## config.mk

```make
export PLATFORM = sky130hd
export DESIGN_NAME = mod_n_digit_counter
export DESIGN_NICKNAME = d
export VERILOG_FILES = /design/src/rtl/counter_pkg.sv /design/src/rtl/mod_n_digit_counter_digit.sv /design/src/rtl/mod_n_digit_counter.sv
export SDC_FILE = /design/constraint.sdc
export NUM_CORES = 1
export LEC_CHECK = 0
export BUFFER_PORTS_ARGS = -buffer_cell sky130_fd_sc_hd__buf_2
export CAP_MARGIN = 10
export CORE_MARGIN = 1
export CORE_UTILIZATION = 50
export DETAILED_ROUTE_END_ITERATION = 10
export GPL_ROUTABILITY_DRIVEN = 0
export PLACE_DENSITY_LB_ADDON = 0.15
export SETUP_SLACK_MARGIN = 0.5
export SYNTH_ARGS = -nofsm -noshare
export SYNTH_HDL_FRONTEND = slang
export SYNTH_SLANG_ARGS = --single-unit
```

## constraint.sdc

```tcl
create_clock -name clk -period 2.2 [get_ports clk]
set_clock_uncertainty 0.05 [all_clocks]
set_input_delay 0.33 -clock clk [delete_from_list [all_inputs] [get_ports clk]]
set_output_delay 0.33 -clock clk [all_outputs]
set_load 0.01 [all_outputs]
```

## src/rtl/counter_pkg.sv

```systemverilog
// Shared types and helpers for the modulo-N digit counter.
// Provides the digit width function and the count direction type.
package counter_pkg;

    typedef enum logic {
        DIR_DOWN = 1'b0,
        DIR_UP   = 1'b1
    } dir_t;

    // Bits needed to hold one digit 0..radix-1, never less than 1.
    function automatic int digit_w(input int radix);
        if (radix <= 2)
            return 1;
        return $clog2(radix);
    endfunction

endpackage

```

## src/rtl/mod_n_digit_counter_digit.sv

```systemverilog
// mod_digit: one modulo-RADIX digit cell with wrap on step and load clamp.
// Ports: clk, rst_n, step, up, load, ld_val -> q, at_max, at_min.
module mod_digit #(
    parameter int RADIX = 10,
    parameter int DW    = 4
) (
    input  logic          clk,
    input  logic          rst_n,
    input  logic          step,
    input  logic          up,
    input  logic          load,
    input  logic [DW-1:0] ld_val,
    output logic [DW-1:0] q,
    output logic          at_max,
    output logic          at_min
);

    localparam logic [DW-1:0] MAXV = DW'(RADIX - 1);
    localparam logic [DW:0]   LIM  = (DW+1)'(RADIX);

    logic [DW-1:0] r_q;
    logic [DW-1:0] w_ld;
    logic [DW-1:0] w_nxt;

    assign at_max = (r_q == MAXV);
    assign at_min = (r_q == '0);
    assign q      = r_q;

    // Out-of-range load slices are cleared so q stays below RADIX.
    assign w_ld = ({1'b0, ld_val} >= LIM) ? '0 : ld_val;

    always_comb begin
        w_nxt = r_q;
        if (up)
            w_nxt = at_max ? '0 : r_q + DW'(1);
        else
            w_nxt = at_min ? MAXV : r_q - DW'(1);
    end

    always_ff @(posedge clk or negedge rst_n) begin
        if (!rst_n)
            r_q <= '0;
        else if (load)
            r_q <= w_ld;
        else if (step)
            r_q <= w_nxt;
    end

endmodule

```

## src/rtl/mod_n_digit_counter.sv

```systemverilog
// Multi-digit modulo-RADIX up/down counter with load and terminal count.
// Ports: clk, rst_n, en, up, load, load_val -> count, tc. Option: SAT_MODE_EN.
module mod_n_digit_counter
    import counter_pkg::*;
#(
    parameter int RADIX  = 10,
    parameter int DIGITS = 2,
    localparam int DW    = digit_w(RADIX)
) (
    input  logic                 clk,
    input  logic                 rst_n,
    input  logic                 en,
    input  logic                 up,
    input  logic                 load,
    input  logic [DIGITS*DW-1:0] load_val,
    output logic [DIGITS*DW-1:0] count,
    output logic                 tc
);

    dir_t              w_dir;
    logic [DIGITS-1:0] w_at_max;
    logic [DIGITS-1:0] w_at_min;
    logic [DIGITS-1:0] w_bound;
    logic [DIGITS-1:0] w_step;
    logic [DIGITS:0]   w_lo;
    logic              w_edge;
    logic              w_hold;
    logic              r_tc;

    assign w_dir = up ? DIR_UP : DIR_DOWN;

    // w_lo[k]: every digit below k sits at the boundary for this direction.
    always_comb begin
        w_lo    = '0;
        w_lo[0] = 1'b1;
        for (int k = 0; k < DIGITS; k++)
            w_lo[k+1] = w_lo[k] & w_bound[k];
    end

    // Whole value is at all-max (up) or all-0 (down) while enabled.
    assign w_edge = en & w_lo[DIGITS];

`ifdef SAT_MODE_EN
    assign w_hold = w_edge;
`else
    assign w_hold = 1'b0;
`endif

    for (genvar k = 0; k < DIGITS; k++) begin : g_dig
        assign w_bound[k] = (w_dir == DIR_UP) ? w_at_max[k]
                                              : w_at_min[k];
        assign w_step[k]  = en & ~w_hold & w_lo[k];

        mod_digit #(
            .RADIX (RADIX),
            .DW    (DW)
        ) u_digit (
            .clk    (clk),
            .rst_n  (rst_n),
            .step   (w_step[k]),
            .up     (up),
            .load   (load),
            .ld_val (load_val[k*DW +: DW]),
            .q      (count[k*DW +: DW]),
            .at_max (w_at_max[k]),
            .at_min (w_at_min[k])
        );
    end

    always_ff @(posedge clk or negedge rst_n) begin
        if (!rst_n)
            r_tc <= 1'b0;
        else
            r_tc <= ~load & w_edge;
    end

    assign tc = r_tc;

endmodule

```

== Word level (Yosys, flattened, before mapping) ==
Cells that the tools add are included.
Storage, ports and cells
  register bits: 9
  latch bits: 0
  RAM bits: 0
  ROM bits: 0
  input bits: 13
  output and inout port bits: 9
  logic and storage cells: 35
  memories: 0
Operators by class
  $add $sub $neg: 4
  multiply operators: 0
  divide/modulo/power cells: 0
  $lt $le $gt $ge: 2
  equality and inequality tests: 2
  shift-type cells: 0
  muxes and demuxes: 15
  bitwise operators: 5
  reductions and logical operators: 4
Operators by type and width (number)
  $mux W4: 12
  $add A4 B1 Y4 const B: 2
  $eq A4 B4 Y1 const B: 2
  $ge A4 B4 Y1 const B: 2
  $logic_not A4 Y1: 2
  $sub A4 B1 Y4 const B: 2
  $and A1 B1 Y1: 4
  $reduce_bool A2 Y1: 2
  $mux W1: 3
  $not A1 Y1: 1

== Longest topological paths before layout ==
  depth in word-level cells: 5
  mapped depth: 5
  depth with buffers taken out: 4

== By module ==
A second synthesis with hierarchy kept.
Second synthesis, totals
  cells, all modules: 93
  area total of the unflattened synthesis: 787.0 sq um
Modules (own cells, without submodules)
  mod_digit: times used 2, cells each 44, area an instance 359.1 sq um, sequential area each 100.1 sq um
  mod_n_digit_counter: times used 1, cells each 5, area an instance 68.8 sq um, sequential area each 25.0 sq um

== Worst setup path after synthesis ==
Ideal clock, no wire load.
  kind: register -> register
  from: register g_dig[0].u_digit.r_q[0]
  to: register g_dig[1].u_digit.r_q[3]
  library setup time: 0.122 ns
  arrival time: 1.421 ns
  required time: 2.028 ns
  slack: 0.607 ns
  stages on the path, launching flop included: 6
  path buffers: 1
  period minus slack after synthesis: 1.593 ns
  cell sequence: dfrtp_1 buf_2 nor3_2 o211ai_2 a2111o_1 a32o_1
Between the ends
  cells in the longest elaborated chain, start to end: 4
  elaborated cells between the ends (all ways): 5
  those cells by class: eq/ne: 1; mux: 1; bitwise: 1; reduce/logical: 2
RTL lines
  from (decl): line mod_n_digit_counter_digit.sv:21  | logic [DW-1:0] r_q;
  from (signal assigned): line mod_n_digit_counter_digit.sv:44  | r_q <= w_ld;
  from (signal assigned): line mod_n_digit_counter_digit.sv:46  | r_q <= w_nxt;
  $eq A4 B4 Y1 / $logic_not A4 Y1 (equally long branches): line mod_n_digit_counter_digit.sv:25, mod_n_digit_counter_digit.sv:26
  $mux W1 (*): line mod_n_digit_counter.sv:50  | assign w_bound[k] = (w_dir == DIR_UP) ? w_at_max[k]
  $and A1 B1 Y1 (*): line mod_n_digit_counter.sv:52  | assign w_step[k] = en & ~w_hold & w_lo[k];
  $reduce_bool A2 Y1 (no source line) (*)
  to (signal assigned): line mod_n_digit_counter_digit.sv:44
  to (signal assigned): line mod_n_digit_counter_digit.sv:46
  to (decl): line mod_n_digit_counter_digit.sv:21
Mark *: on every way between the ends. The rest lies on a longest branch, timed or not.
A chain may end at the register's enable or synchronous reset.

== Worst setup path after layout ==
  from: register g_dig[0].u_digit.r_q[1]
  to: register g_dig[1].u_digit.r_q[3]
The elaborated chain is that of the path after synthesis.

==> metrics.md <==
| Metric | Value |
|---|---|
| Combinational power share | 0.348 |
| Clk buf depth | 2 |
| Seq cells post-synth | 9 |
| CTS Buf Count | 3 |
| Design area | 973 um^2 |
| Mapped cell area | about 810 um^2 |
| Crit Path Category | flip-flop to flip-flop |
| Switching Fraction | 0.376 |
| CP Max Fanout | 11 |
| CP endpoint kind | flip-flop |
| Power share of the clock group | 0.241 |
| Final min period | about 1.7 ns |
| I/O pins | 22 |
| # DRC | 0 |
| PD cells | between 500 and 600 nW/um^2 |
| Final hold viol count | 0 |
| Initial antenna violation count | 0 |
| Inserted Diodes | 0 |
| P_int | 0.355 mW |
| Startpoint Class | flip-flop |
| Area Overhead vs Synth | 19.9% |
| Avg Vias per Cell | roughly 5.9 |
| Max Clk Rate | approximately 600 MHz |
| Placed instance area | between 800 and 900 um^2 |
| Num rows | 14 |
| Core area | around 1500 um^2 |
| Syn_area_per_cell | between 7 and 8 um^2 |
| Post-synthesis sequential area ratio | 0.277 |
| Grt total ovfl | 0 |
| Vias in the first global route | 694 |
| DIE WIDTH | about 42 um |
| Total Routed Length | 1990 um |
| Reg area | 230 um^2 |
| Height of the chip | approximately 42 um |
| Worst Tran Pin Value | ~0.35 ns |
| H-Tree Depth | 1 |
| EDFF count, synth | 0 |
| Pin count of the biggest net entering global routing | 25 |
| Fillers | between 100 and 150 |
| Status | completed |
| Initial core utilization | 0.539 |
| Total nets after synthesis | roughly 120 |
| Final setup violation count | 0 |
| Area of the multi-input gates | 522 um^2 |
| Worst VDD drop | about 0.00041 V |
| Sequential fraction of design power | 0.411 |
| CTS sink cnt | 9 |
| Synth Instances | between 100 and 150 |
| Ys flop type | dfrtp_1 |
| Sw power | 0.214 mW |
| Avg WL per Cell | between 10 and 15 um |
| Final ANT Viol Nets | 0 |
| First-pass DRT Iterations | 4 |
| Tot GR Track Use | 0.229 |
| Hold Path Class | primary input to flip-flop |
| Arr. time, crit path | 1.78 ns |
| Synth unique cells | 43 |
| RSZ-0062 raised after global routing | true |
| Worst-Skew Late Latency | about 0.28 ns |
| Die Area | around 1800 um^2 |
| P_leak | between 0.4 and 0.5 nW |
| Global-route wire length before repair | between 3000 and 4000 um |
| Yosys Warn Count | 0 |
| Hpwl dp | roughly 1300 um |
| I/O Buffers | 21 |
| Root buf cell | clkbuf_4 |
| Setup TNS | 0 ns |
| 1st-iter DRT viols | 12 |
| WP data required | 2.32 ns |
| Max-cap violation count | 0 |
| Layout cell share with drive strength beyond 1 | 0.302 |
| Slew margin rel. | 0.760 |
| Asr flop ratio synth | 1.00 |
| CTS tree | built |
| Nets | 140 |
| Via count | around 840 |
| Period Utilization, post-route | 0.757 |
| Fin. max-slew vios | 0 |
| Clock transition at the registers of the reported paths | about 0.07 ns |
## sequential cells by signal, indices dropped and copies added (netlist names)
name	count
g_dig.u_digit.q	8
tc	1
## routing by layer
layer,track usage,vias up,wire length [um]
li1,-,427,-
met1,0.314,386,960
met2,0.329,24,921
met3,0.0647,4,78
met4,0.113,0,31
met5,0,-,0
## Yosys cell counts (all sizes together) (2+ instances only)
library cell  number  area [um^2]
a211o              2         17.5
a21boi             2         15.0
a21oi              5         25.0
a41o               2         20.0
and3               2         12.5
buf                7         37.5
clkbuf             5         18.8
dfrtp              9          225
inv                4         15.0
nand2              6         22.5
nand2b             2         12.5
nand3              5         25.0
nand3b             3         22.5
nor2              10         37.5
nor2b              4         25.0
nor3               3         20.0
o211ai             2         20.0
o21ai              9         45.0
o31ai              2         15.0
xnor2              3         26.3
## power by group through the flow
| stage | clock network (mW) | logic (mW) | registers [mW] |
|---|---|---|---|
| after detailed placement | 0 | 0.166 | 0.236 |
| after CTS | 0.134 | 0.169 | 0.233 |
| final | 0.137 | 0.198 | 0.234 |
| after global placement | 0 | 0.162 | 0.233 |
| after floorplan | 0 | 0.146 | 0.208 |
| after global routing | 0.144 | 0.218 | 0.238 |
## kinds of logic (layout without fill, tap and decap cells)
kind of cell,count (synthesis),in the layout,synth area share
and+or+nand+nor,42,42,0.285
AOI/OAI and AO/OA,35,35,0.307
buffers and inverters,16,36,0.0878
DFF,9,9,0.277
xor gates and xnor gates,4,4,0.0432
## cells in the final DEF (no fill, tap or decap), drive strengths merged, types with 2 or more instances in the layout
master | netlist | layout
nand3 | 5 | 5
dfrtp | 9 | 9
nor2 | 10 | 10
a41o | 2 | 2
buf | 7 | 27
o21ai | 9 | 9
xnor2 | 3 | 3
inv | 4 | 4
nand3b | 3 | 3
a21boi | 2 | 2
nor3 | 3 | 3
a21oi | 5 | 5
a211o | 2 | 2
and3 | 2 | 2
nand2 | 6 | 6
clkbuf | 5 | 4
o211ai | 2 | 2
nand2b | 2 | 2
nor2b | 4 | 4
o31ai | 2 | 2
## final timing paths
| path | start | to | slack, ns | depth (start not counted) |
|---|---|---|---|---|
| setup / recovery | g_dig[0].u_digit.q[1] | g_dig[1].u_digit.q[3] | 0.54 | 4 |
| hold / removal | load_val[1] | g_dig[0].u_digit.q[3] | 0.23 | 2 |
| setup reg to reg | g_dig[0].u_digit.q[1] | g_dig[1].u_digit.q[3] | 0.54 | 4 |
| hold reg to reg | g_dig[1].u_digit.q[3] | tc | 0.66 | 2 |
| max in group asynchronous | rst_n | g_dig[0].u_digit.q[3] | 1.50 | 2 |
| min in group asynchronous | rst_n | g_dig[1].u_digit.q[3] | 0.39 | 2 |
## cell type report
| class | instances | area share |
|---|---|---|
| Clock buffer | 4 | 0.0270 |
| Inverter | 4 | 0.0154 |
| Multi-Input combinational cell | 81 | 0.536 |
| Sequential cell | 9 | 0.237 |
| Tap cell | 16 | 0.0206 |
| Timing Repair Buffer | 28 | 0.165 |
## stage by stage
step | setup slack [ns] | total power [mW] | hold WS [ns] | util | cells
global placement | 0.487 | 0.395 | 0.143 | 0.585 | 131
global route | 0.457 | 0.600 | 0.234 | 0.646 | 142
detailed placement | 0.430 | 0.402 | 0.143 | 0.585 | 131
finish | 0.535 | 0.569 | 0.229 | 0.646 | 142
CTS | 0.504 | 0.536 | 0.229 | 0.610 | 136
floorplan | 0.607 | 0.355 | -0.0156 | - | 106
## worst max-delay path, cell delays in order (launching register included)
cell and delay, ns:
dfrtp_1 0.50, nor2_1 0.24, o211ai_2 0.23, a2111o_1 0.34
a32o_1 0.21
## repair_timing
item / 4_1_cts / 5_1_grt
resized for setup: 1 / 4
hold buffers: 1 / 0
setup endpoints to repair: 1 / 3
buffers inserted: 0 / 6
endpoints found under the hold margin: 9 / 0
cloned: 0 / 0
(Power assumes the default switching activity.)
